$ cat src/rtl/snn_step_scheduler_if.sv
// ============================================================================
//  Module   : snn_step_scheduler_if
//  Purpose  : Bundles the control, configuration, stimulus and status signals
//             of the SNN timestep scheduler.
//  Modports : master - controller/testbench side (drives start, abort,
//                      configuration, stimulus, delay_tick and SNN outputs)
//             slave  - scheduler side (drives snn_enable, snn_spikes, busy,
//                      done, step_count, spike_count0, spike_count1)
//  Revision : 1.0 - initial release
// ============================================================================
`default_nettype none

interface snn_step_scheduler_if #(
    parameter int SPIKE_W = 16,
    parameter int CNT_W   = 8
);
    // Control / configuration / stimulus
    logic               start;
    logic               abort;
    logic               cfg_valid;
    logic [CNT_W-1:0]   num_steps;
    logic [3:0]         settle_cycles;
    logic [SPIKE_W-1:0] spikes_in;
    logic               delay_tick;
    logic [1:0]         snn_spikes_out;

    // Scheduler outputs
    logic               snn_enable;
    logic [SPIKE_W-1:0] snn_spikes;
    logic               busy;
    logic               done;
    logic [CNT_W-1:0]   step_count;
    logic [CNT_W-1:0]   spike_count0;
    logic [CNT_W-1:0]   spike_count1;

    modport master (
        output start, abort, cfg_valid, num_steps, settle_cycles,
               spikes_in, delay_tick, snn_spikes_out,
        input  snn_enable, snn_spikes, busy, done, step_count,
               spike_count0, spike_count1
    );

    modport slave (
        input  start, abort, cfg_valid, num_steps, settle_cycles,
               spikes_in, delay_tick, snn_spikes_out,
        output snn_enable, snn_spikes, busy, done, step_count,
               spike_count0, spike_count1
    );
endinterface

`default_nettype wire

$ cat src/rtl/snn_step_scheduler.sv
// ============================================================================
//  Module   : snn_step_scheduler
//  Purpose  : Sequences a spiking neural network through a number of
//             timesteps. Each step waits for a rising edge of the divided
//             delay_tick, strobes the SNN for one cycle, lets it settle, then
//             samples the two output neurons into saturating spike counters.
//  Ports    : system_clock - only clock, rising edge
//             rst_n        - asynchronous active-low reset
//             bus          - snn_step_scheduler_if.slave (start/abort,
//                            configuration, stimulus, SNN strobe and status)
//  Options  : SNN_SCHED_ONESHOT_INPUT_EN - when defined, the stimulus is
//             cleared in the first SAMPLE of a run so it is presented for
//             step 1 only; otherwise it is held for the whole run.
//  Revision : 1.0 - initial release
// ============================================================================
`default_nettype none

module snn_step_scheduler #(
    parameter int SPIKE_W = 16,
    parameter int CNT_W   = 8
) (
    input  wire logic            system_clock,
    input  wire logic            rst_n,
    snn_step_scheduler_if.slave  bus
);

    typedef enum logic [2:0] {
        S_IDLE      = 3'd0,
        S_LOAD      = 3'd1,
        S_WAIT_TICK = 3'd2,
        S_RUN       = 3'd3,
        S_SETTLE    = 3'd4,
        S_SAMPLE    = 3'd5,
        S_DONE      = 3'd6
    } state_t;

    state_t             state_q;
    logic               tick_q;
    logic [3:0]         settle_q;
    logic [3:0]         settle_cfg_q;
    logic               snn_enable_q;
    logic               busy_q;
    logic               done_q;
    logic [SPIKE_W-1:0] snn_spikes_q;
    logic [CNT_W-1:0]   step_count_q;
    logic [CNT_W-1:0]   spike_count0_q;
    logic [CNT_W-1:0]   spike_count1_q;

    // Next values computed outside the FSM block
    logic               tick_rise_d;
    logic [CNT_W-1:0]   step_count_d;
    logic [CNT_W-1:0]   spike_count0_d;
    logic [CNT_W-1:0]   spike_count1_d;

    // Edge detect against the copy registered on the previous cycle; an edge
    // that happened before WAIT_TICK was entered has already been absorbed
    // into tick_q and is therefore not seen.
    assign tick_rise_d    = bus.delay_tick & ~tick_q;
    assign step_count_d   = step_count_q + CNT_W'(1);
    assign spike_count0_d = (&spike_count0_q) ? spike_count0_q
                          : spike_count0_q + CNT_W'(bus.snn_spikes_out[0]);
    assign spike_count1_d = (&spike_count1_q) ? spike_count1_q
                          : spike_count1_q + CNT_W'(bus.snn_spikes_out[1]);

    always_ff @(posedge system_clock or negedge rst_n) begin
        if (!rst_n) begin
            state_q        <= S_IDLE;
            tick_q         <= 1'b0;
            settle_q       <= 4'd0;
            settle_cfg_q   <= 4'd0;
            snn_enable_q   <= 1'b0;
            busy_q         <= 1'b0;
            done_q         <= 1'b0;
            snn_spikes_q   <= '0;
            step_count_q   <= '0;
            spike_count0_q <= '0;
            spike_count1_q <= '0;
        end else begin
            tick_q       <= bus.delay_tick;
            // Strobes default low; only the transitions into RUN / DONE raise them
            snn_enable_q <= 1'b0;
            done_q       <= 1'b0;

            if ((state_q != S_IDLE) && bus.abort) begin
                // Abort wins over everything; counters keep their values
                state_q <= S_IDLE;
                busy_q  <= 1'b0;
            end else begin
                case (state_q)
                    S_IDLE: begin
                        if (bus.start && bus.cfg_valid && (bus.num_steps != '0)) begin
                            state_q <= S_LOAD;
                            busy_q  <= 1'b1;
                        end
                    end
                    S_LOAD: begin
                        snn_spikes_q   <= bus.spikes_in;
                        step_count_q   <= '0;
                        spike_count0_q <= '0;
                        spike_count1_q <= '0;
                        // Settle length is frozen for the run
                        settle_cfg_q   <= bus.settle_cycles;
                        state_q        <= S_WAIT_TICK;
                    end
                    S_WAIT_TICK: begin
                        if (tick_rise_d) begin
                            state_q      <= S_RUN;
                            snn_enable_q <= 1'b1;
                        end
                    end
                    S_RUN: begin
                        settle_q <= settle_cfg_q;
                        state_q  <= S_SETTLE;
                    end
                    S_SETTLE: begin
                        // A count of 0 or 1 both give a single SETTLE cycle
                        if (settle_q < 4'd2) begin
                            state_q <= S_SAMPLE;
                        end else begin
                            settle_q <= settle_q - 4'd1;
                        end
                    end
                    S_SAMPLE: begin
                        spike_count0_q <= spike_count0_d;
                        spike_count1_q <= spike_count1_d;
                        step_count_q   <= step_count_d;
`ifdef SNN_SCHED_ONESHOT_INPUT_EN
                        // Clearing on every SAMPLE is equivalent to clearing on
                        // the first one: later SAMPLEs find it already zero.
                        snn_spikes_q   <= '0;
`endif
                        // num_steps is compared live; a value already passed
                        // is only met again after step_count wraps.
                        if (step_count_d == bus.num_steps) begin
                            state_q <= S_DONE;
                            done_q  <= 1'b1;
                        end else begin
                            state_q <= S_WAIT_TICK;
                        end
                    end
                    S_DONE: begin
                        state_q <= S_IDLE;
                        busy_q  <= 1'b0;
                    end
                    default: begin
                        state_q <= S_IDLE;
                        busy_q  <= 1'b0;
                    end
                endcase
            end
        end
    end

    assign bus.snn_enable   = snn_enable_q;
    assign bus.snn_spikes   = snn_spikes_q;
    assign bus.busy         = busy_q;
    assign bus.done         = done_q;
    assign bus.step_count   = step_count_q;
    assign bus.spike_count0 = spike_count0_q;
    assign bus.spike_count1 = spike_count1_q;

endmodule

`default_nettype wire

$ cat src/flat_wrapper.sv
// flat-port wrapper written by rule: the top's interface ports become plain ports
module snn_step_scheduler_flat 
#(
    parameter int SPIKE_W = 16,
    parameter int CNT_W   = 8
)
  (system_clock, rst_n, bus_start, bus_abort, bus_cfg_valid, bus_num_steps, bus_settle_cycles, bus_spikes_in, bus_delay_tick, bus_snn_spikes_out, bus_snn_enable, bus_snn_spikes, bus_busy, bus_done, bus_step_count, bus_spike_count0, bus_spike_count1);
  snn_step_scheduler_if #(.SPIKE_W(SPIKE_W), .CNT_W(CNT_W)) bus_i ();
  input  wire logic system_clock;
  input  wire logic rst_n;
  input wire logic [$bits(bus_i.start)-1:0] bus_start;
  input wire logic [$bits(bus_i.abort)-1:0] bus_abort;
  input wire logic [$bits(bus_i.cfg_valid)-1:0] bus_cfg_valid;
  input wire logic [$bits(bus_i.num_steps)-1:0] bus_num_steps;
  input wire logic [$bits(bus_i.settle_cycles)-1:0] bus_settle_cycles;
  input wire logic [$bits(bus_i.spikes_in)-1:0] bus_spikes_in;
  input wire logic [$bits(bus_i.delay_tick)-1:0] bus_delay_tick;
  input wire logic [$bits(bus_i.snn_spikes_out)-1:0] bus_snn_spikes_out;
  output wire logic [$bits(bus_i.snn_enable)-1:0] bus_snn_enable;
  output wire logic [$bits(bus_i.snn_spikes)-1:0] bus_snn_spikes;
  output wire logic [$bits(bus_i.busy)-1:0] bus_busy;
  output wire logic [$bits(bus_i.done)-1:0] bus_done;
  output wire logic [$bits(bus_i.step_count)-1:0] bus_step_count;
  output wire logic [$bits(bus_i.spike_count0)-1:0] bus_spike_count0;
  output wire logic [$bits(bus_i.spike_count1)-1:0] bus_spike_count1;
  assign bus_i.start = bus_start;
  assign bus_i.abort = bus_abort;
  assign bus_i.cfg_valid = bus_cfg_valid;
  assign bus_i.num_steps = bus_num_steps;
  assign bus_i.settle_cycles = bus_settle_cycles;
  assign bus_i.spikes_in = bus_spikes_in;
  assign bus_i.delay_tick = bus_delay_tick;
  assign bus_i.snn_spikes_out = bus_snn_spikes_out;
  assign bus_snn_enable = bus_i.snn_enable;
  assign bus_snn_spikes = bus_i.snn_spikes;
  assign bus_busy = bus_i.busy;
  assign bus_done = bus_i.done;
  assign bus_step_count = bus_i.step_count;
  assign bus_spike_count0 = bus_i.spike_count0;
  assign bus_spike_count1 = bus_i.spike_count1;
  snn_step_scheduler #(.SPIKE_W(SPIKE_W), .CNT_W(CNT_W)) u_core (.system_clock(system_clock), .rst_n(rst_n), .bus(bus_i));
endmodule
$ cat config.mk
export PLATFORM = sky130hd
export DESIGN_NAME = snn_step_scheduler_flat
export DESIGN_NICKNAME = d
export VERILOG_FILES = /design/src/rtl/snn_step_scheduler_if.sv /design/src/rtl/snn_step_scheduler.sv /design/src/flat_wrapper.sv
export SDC_FILE = /design/constraint.sdc
export NUM_CORES = 1
export LEC_CHECK = 0
export BUFFER_PORTS_ARGS = -buffer_cell sky130_fd_sc_hd__buf_2
export CORE_MARGIN = 5
export CORE_UTILIZATION = 45
export CTS_CLUSTER_SIZE = 16
export DETAILED_ROUTE_END_ITERATION = 6
export HOLD_SLACK_MARGIN = 0.15
export PLACE_DENSITY = 0.69
export SYNTH_ARGS = -nofsm -noshare
export SYNTH_HDL_FRONTEND = slang
export SYNTH_SLANG_ARGS = --single-unit
export TNS_END_PERCENT = 100
$ cat constraint.sdc
create_clock -name system_clock -period 2.3 [get_ports system_clock]
set_input_delay 0.115 -clock system_clock [delete_from_list [all_inputs] [get_ports system_clock]]
set_output_delay 0.115 -clock system_clock [all_outputs]
set_load 0.005 [all_outputs]
# Word-level counts from Yosys, hierarchy flattened
# Index checks and enable logic that the tools add are counted.
op_classes:
  add_sub_neg: 4
  order_cmp: 1
  n_eq_ne: 13
  muxes: 22
  bitwise_logic: 3
  reduce_logical: 18
ops:
  columns: ["cell", "count"]
  rows:
  - ["8-bit case mux with 2 select lines", 3]
  - ["3-bit case mux with 6 select lines", 1]
  - ["8-bit by 1-bit adder with 8-bit output", 2]
  - ["8-bit two-way mux", 2]
  - ["8-bit AND reduction", 2]
  - ["3-bit two-way mux", 5]
  - ["3-bit AND reduction", 4]
  - ["3-bit by 1-bit inequality test with 1-bit output (second input constant)", 3]
  - ["8-bit by 1-bit adder with 8-bit output (second input constant)", 1]
  - ["8-bit == test", 1]
  - ["1-bit two-way mux", 8]
  - ["4-bit case mux with 2 select lines", 1]
  - ["8-bit nonzero test", 1]
  - ["3-bit by 2-bit == test with 1-bit output (second input constant)", 2]
  - ["3-bit == test (second input constant)", 2]
  - ["2-bit inequality test (second input constant)", 3]
  - ["2-bit AND reduction", 3]
  - ["5-bit OR reduction", 1]
  - ["4-bit by 2-bit < comparator with 1-bit output (second input constant)", 1]
  - ["4-bit two-way mux", 1]
  - ["2-bit nonzero test", 2]
  - ["4-bit by 1-bit subtractor with 4-bit output (second input constant)", 1]
  - ["3-bit by 1-bit == test with 1-bit output (second input constant)", 1]
  - ["1-bit logical AND", 3]
  - ["6 further kinds", 7]
totals:
  reg_bits: 55
  output_inout_bits: 43

# Depth between registers and ports, before layout
depth:
  ltp_word: 5
  ltp_mapped: 7
  mapped_depth_nobuf: 6

# Worst setup path before layout
# Ideal clock, no wire load.
synth_timing:
  path_kind: "flip-flop to flip-flop"
  startpoint: "reg u_core.state_q[1]"
  endpoint: "reg u_core.snn_spikes_q[1] (netlist: u_core.bus.snn_spikes[1])"
  setup_ns: 0.125
  arrival_ns: 1.665
  path_slack_ns: 0.510
  stages_incl_launch_ff: 7
  path_buffers: 2
  cell_sequence: "dfrtp_1 > buf_2 > or2b_1 > or2_1 > nor2_4 > buf_4 > mux2_2"
synth_via:
  elab_chain_cells: 4
  word_cells_on_any_way: 5
  cone_classes: "1 x eq/ne; 1 x bitwise; 3 x reduce/logical"
synth_rtl:
  columns: ["item", "line", "text"]
  rows:
  - ["start, declared", "snn_step_scheduler.sv:37", "state_t state_q;"]
  - ["start signal, assigned", "snn_step_scheduler.sv:67", "state_q <= S_IDLE;"]
  - ["start signal, assigned", "snn_step_scheduler.sv:86", "state_q <= S_IDLE;"]
  - ["start signal, assigned", "snn_step_scheduler.sv:92", "state_q <= S_LOAD;"]
  - ["3-bit nonzero test", "snn_step_scheduler.sv:84", "if ((state_q != S_IDLE) && bus.abort) begin"]
  - ["1-bit logical AND", "snn_step_scheduler.sv:84", null]
  - ["1-bit inverter (no source line)", null, null]
  - ["2-bit AND reduction (no source line) *", null, null]
  - ["end signal, assigned", "snn_step_scheduler.sv:97", "snn_spikes_q <= bus.spikes_in;"]
  - ["end, declared", "snn_step_scheduler.sv:44", "logic [SPIKE_W-1:0] snn_spikes_q;"]
# Every way passes the cells marked *; elsewhere a longest branch is shown, timed or not.
# A chain may end at the register's enable or synchronous reset.

# Worst setup path after layout
layout_timing:
  startpoint: "reg u_core.state_q[1]"
  endpoint: "reg u_core.settle_q[0]"
layout_via:
  elab_chain_cells: 4
  word_cells_on_any_way: 9
  cone_classes: "3 x eq/ne; 1 x mux; 1 x bitwise; 4 x reduce/logical"
layout_rtl:
  columns: ["item", "line", "text"]
  rows:
  - ["branches (longest 4 deep; another with 3-bit == test)", null, null]
  - ["end signal, assigned", "snn_step_scheduler.sv:112", "settle_q <= settle_cfg_q;"]
  - ["end signal, assigned", "snn_step_scheduler.sv:120", "settle_q <= settle_q - 4'd1;"]
  - ["end, declared", "snn_step_scheduler.sv:39", "logic [3:0] settle_q;"]
# Several ways; the timed one is not identified.

==> flow_summary_export.csv <==
group,metric,value,unit
setup_path,cp-startpoint,"u_core.state_q[1]",
clock_tree,cts_buffer_depth,2,
synthesis,synthCells,261,
pwr,ir_drop,592,uV
drt,routed_wl,6240,um
synthesis,ys_ff_latch,55,
global_route,grt_busiest_layer,"met2",
drt,first_iter_violations,97,
sta,final.setup_skew,9.62,ps
drt,vias,2309,
die,io_pins,79,
clock_tree,cts_setup_buffers,0,
sta,fin_setup_tns,0,ps
global_route,use_met1,0.219,
synthesis,synth_edf_count,0,
synthesis,yosys.area.top_type,"dfrtp_1",
synthesis,synth-async-reset-ratio,1.00,
global_route,grt_max_degree,42,
finish,antenna_cells,0,
finish,final_common_cell,"buf_2",
placement,place_congestion,0.844,
sta,fin_crit_sh,0.875,
pwr,power_density,867,nW/um^2
sta,slew_headroom,0.403,
drt,wl_per_cell,14.2,um
setup_path,crit_type,"reg2reg",
placement,placed_cells,409,
synthesis,syn_nets,303,
placement,place_hpwl,4490,um
drt,drtPass1Iterations,4,
clock_tree,cts_tree,"yes",
synthesis,ys_types,46,
flow_run,cap_violations,0,
setup_path,r2r_start,"u_core.state_q[1]",
clock_tree,cts_made_buffers,5,
setup_path,worstPathMaxFanout,11,
global_route,antenna_found_initial,0,
sta,finalSetupViolations,0,
setup_path,rrSetupSlack,290,ps
finish,drive_gt1_frac,0.323,
clock_tree,clock-sinks,55,
setup_path,cp-start-kind,"register",
die,start_util,0.466,
status,status,"completed",
clock_tree,root_buffer,"clkbuf_8",
die,rows,28,
die,coreArea,5960,um^2
synthesis,yosys.area.top_type_share,0.495,
synthesis,ys.flop_type,"dfrtp_1",
global_route,use_met2,0.286,
synthesis,ys_seq_area_frac,0.495,
global_route,gr-total-overflow,0,
setup_path,cp.required,2540,ps
sta,finalCriticalPeriod,2010,ps
global_route,grtUsageMet3,0.0391,
synthesis,ys_warn_count,0,
sta,hold_viol_final,0,
synthesis,synth.area.top_cells,"dfrtp_1 50%, mux2_2 8.1%, o21ai_0 4.1%",
drt,viasPerCell,5.25,
clock_tree,path_clk_slew,100,ps
finish,fin_nets,406,
global_route,grt_pass1_wl,10400,um
finish,final_cell_count_no_fill,440,
min_path,worstHoldStart,"bus_abort",
clock_tree,h-tree-depth,2,
synthesis,syn_avg_cell_area,10.6,um^2
die,die_h,88.6,um
sta,maxSlewViolCount,0,
drt,postRouteAntennaNets,0,
sta,fmax,497,MHz
min_path,hold_path.class,"in2reg",
die,die_area,7840,um^2
finish,area_growth_syn_to_layout,29.5,%
finish,layout_common_cells,"78 x buf_2, 55 x dfrtp_1, 24 x nand2_1",
synthesis,syn_area,2780,um^2
sta,tightestPinTransition,895,ps
placement,place.port_buffers,78,
drt,drcViolationCount,0,
global_route,track_usage,0.169,
clock_tree,insertion_delay,310,ps
die,dieWidth,88.6,um
setup_path,cp_data_arrival_time,2250,ps
sta,hold_ws,165,ps
global_route,first_global_vias,2236,
sta,rsz0062_at_grt,"no",
setup_path,endpoint_kind,"register",
pwr,cellLeakagePower,1.69,nW
## sequential cells by signal (all words and copies together) (netlist names)
name / flops
u_core.state_q: 3
u_core.bus.step_count: 8
u_core.bus.spike_count0: 8
u_core.bus.snn_spikes: 16
u_core.settle_cfg_q: 4
u_core.settle_q: 4
u_core.bus.done: 1
u_core.tick_q: 1
u_core.bus.snn_enable: 1
u_core.bus.spike_count1: 8
u_core.bus.busy: 1
## where the power goes
group	leakage [nW]	switching (mW)	internal (mW)	total [mW]
logic	0.919	0.456	0.547	1.00
registers	0.708	0.214	1.23	1.44
clock network	0.0618	0.312	0.358	0.671
## cell usage after synthesis, types with 6 or more instances
| master | count |
|---|---|
| o21ai_0 | 23 |
| nand2_1 | 24 |
| xnor2_1 | 10 |
| ha_1 | 6 |
| nor3_1 | 8 |
| or3_1 | 6 |
| a21oi_1 | 12 |
| nand4_1 | 7 |
| mux2_2 | 20 |
| nor2_1 | 17 |
| xor2_1 | 9 |
| dfrtp_1 | 55 |
## what timing repair did
action                    in CTS  in global routing
gates resized for setup        0                  0
hold buffers                  23                  0
hold endpoints to repair      61                  0
## cells by family after synthesis
family | count (synthesis) | share of synthesized area
AND/OR/NAND/NOR | 94 | 0.191
flip-flops | 55 | 0.495
AO/OA/AOI/OAI | 54 | 0.122
multiplexers | 20 | 0.0811
XOR/XNOR | 19 | 0.0599
buffers and inverters | 13 | 0.0234
adder cells (fa/ha/maj) | 6 | 0.0270
## stage by stage
step	power (mW)	util	cell area [um^2]	setup slack [ps]
after floorplan	2.07	-	2780	510
after global placement	2.40	0.545	3250	357
after detailed placement	2.44	0.545	3250	293
after CTS	3.16	0.604	3600	306
after global routing	3.34	0.604	3600	110
final	3.12	0.604	3600	287
## worst max-delay path, cell delays in order (launching register included)
cell     delay, ps
dfrtp_1        510
or3b_1         570
nor3_4         240
a31oi_1        140
or3_1          400
o21ai_0         70
## routing by layer
metal | vias to the layer above | wire length [um]
li1 | 1142 | -
met1 | 1106 | 2780
met2 | 54 | 3050
met3 | 7 | 346
met4 | 0 | 65
met5 | - | 0
## cell type report
class	count	area, um^2
Timing Repair Buffer	106	658
Sequential cell	55	1380
Fill cell	533	2360
Clock inverter	2	38.8
Inverter	3	11.3
Multi-Input combinational cell	193	1340
Tap cell	75	93.8
Clock buffer	6	82.6
## final timing paths
path | to | cells after the start
setup / recovery | u_core.settle_q[0] | 5
hold / removal | u_core.state_q[1] | 2
setup reg to reg | u_core.settle_q[0] | 5
hold reg to reg | u_core.bus.snn_spikes[11] | 1
max in group asynchronous | u_core.bus.snn_enable | 3
min in group asynchronous | u_core.bus.spike_count0[4] | 2
(Power assumes the default switching activity.)
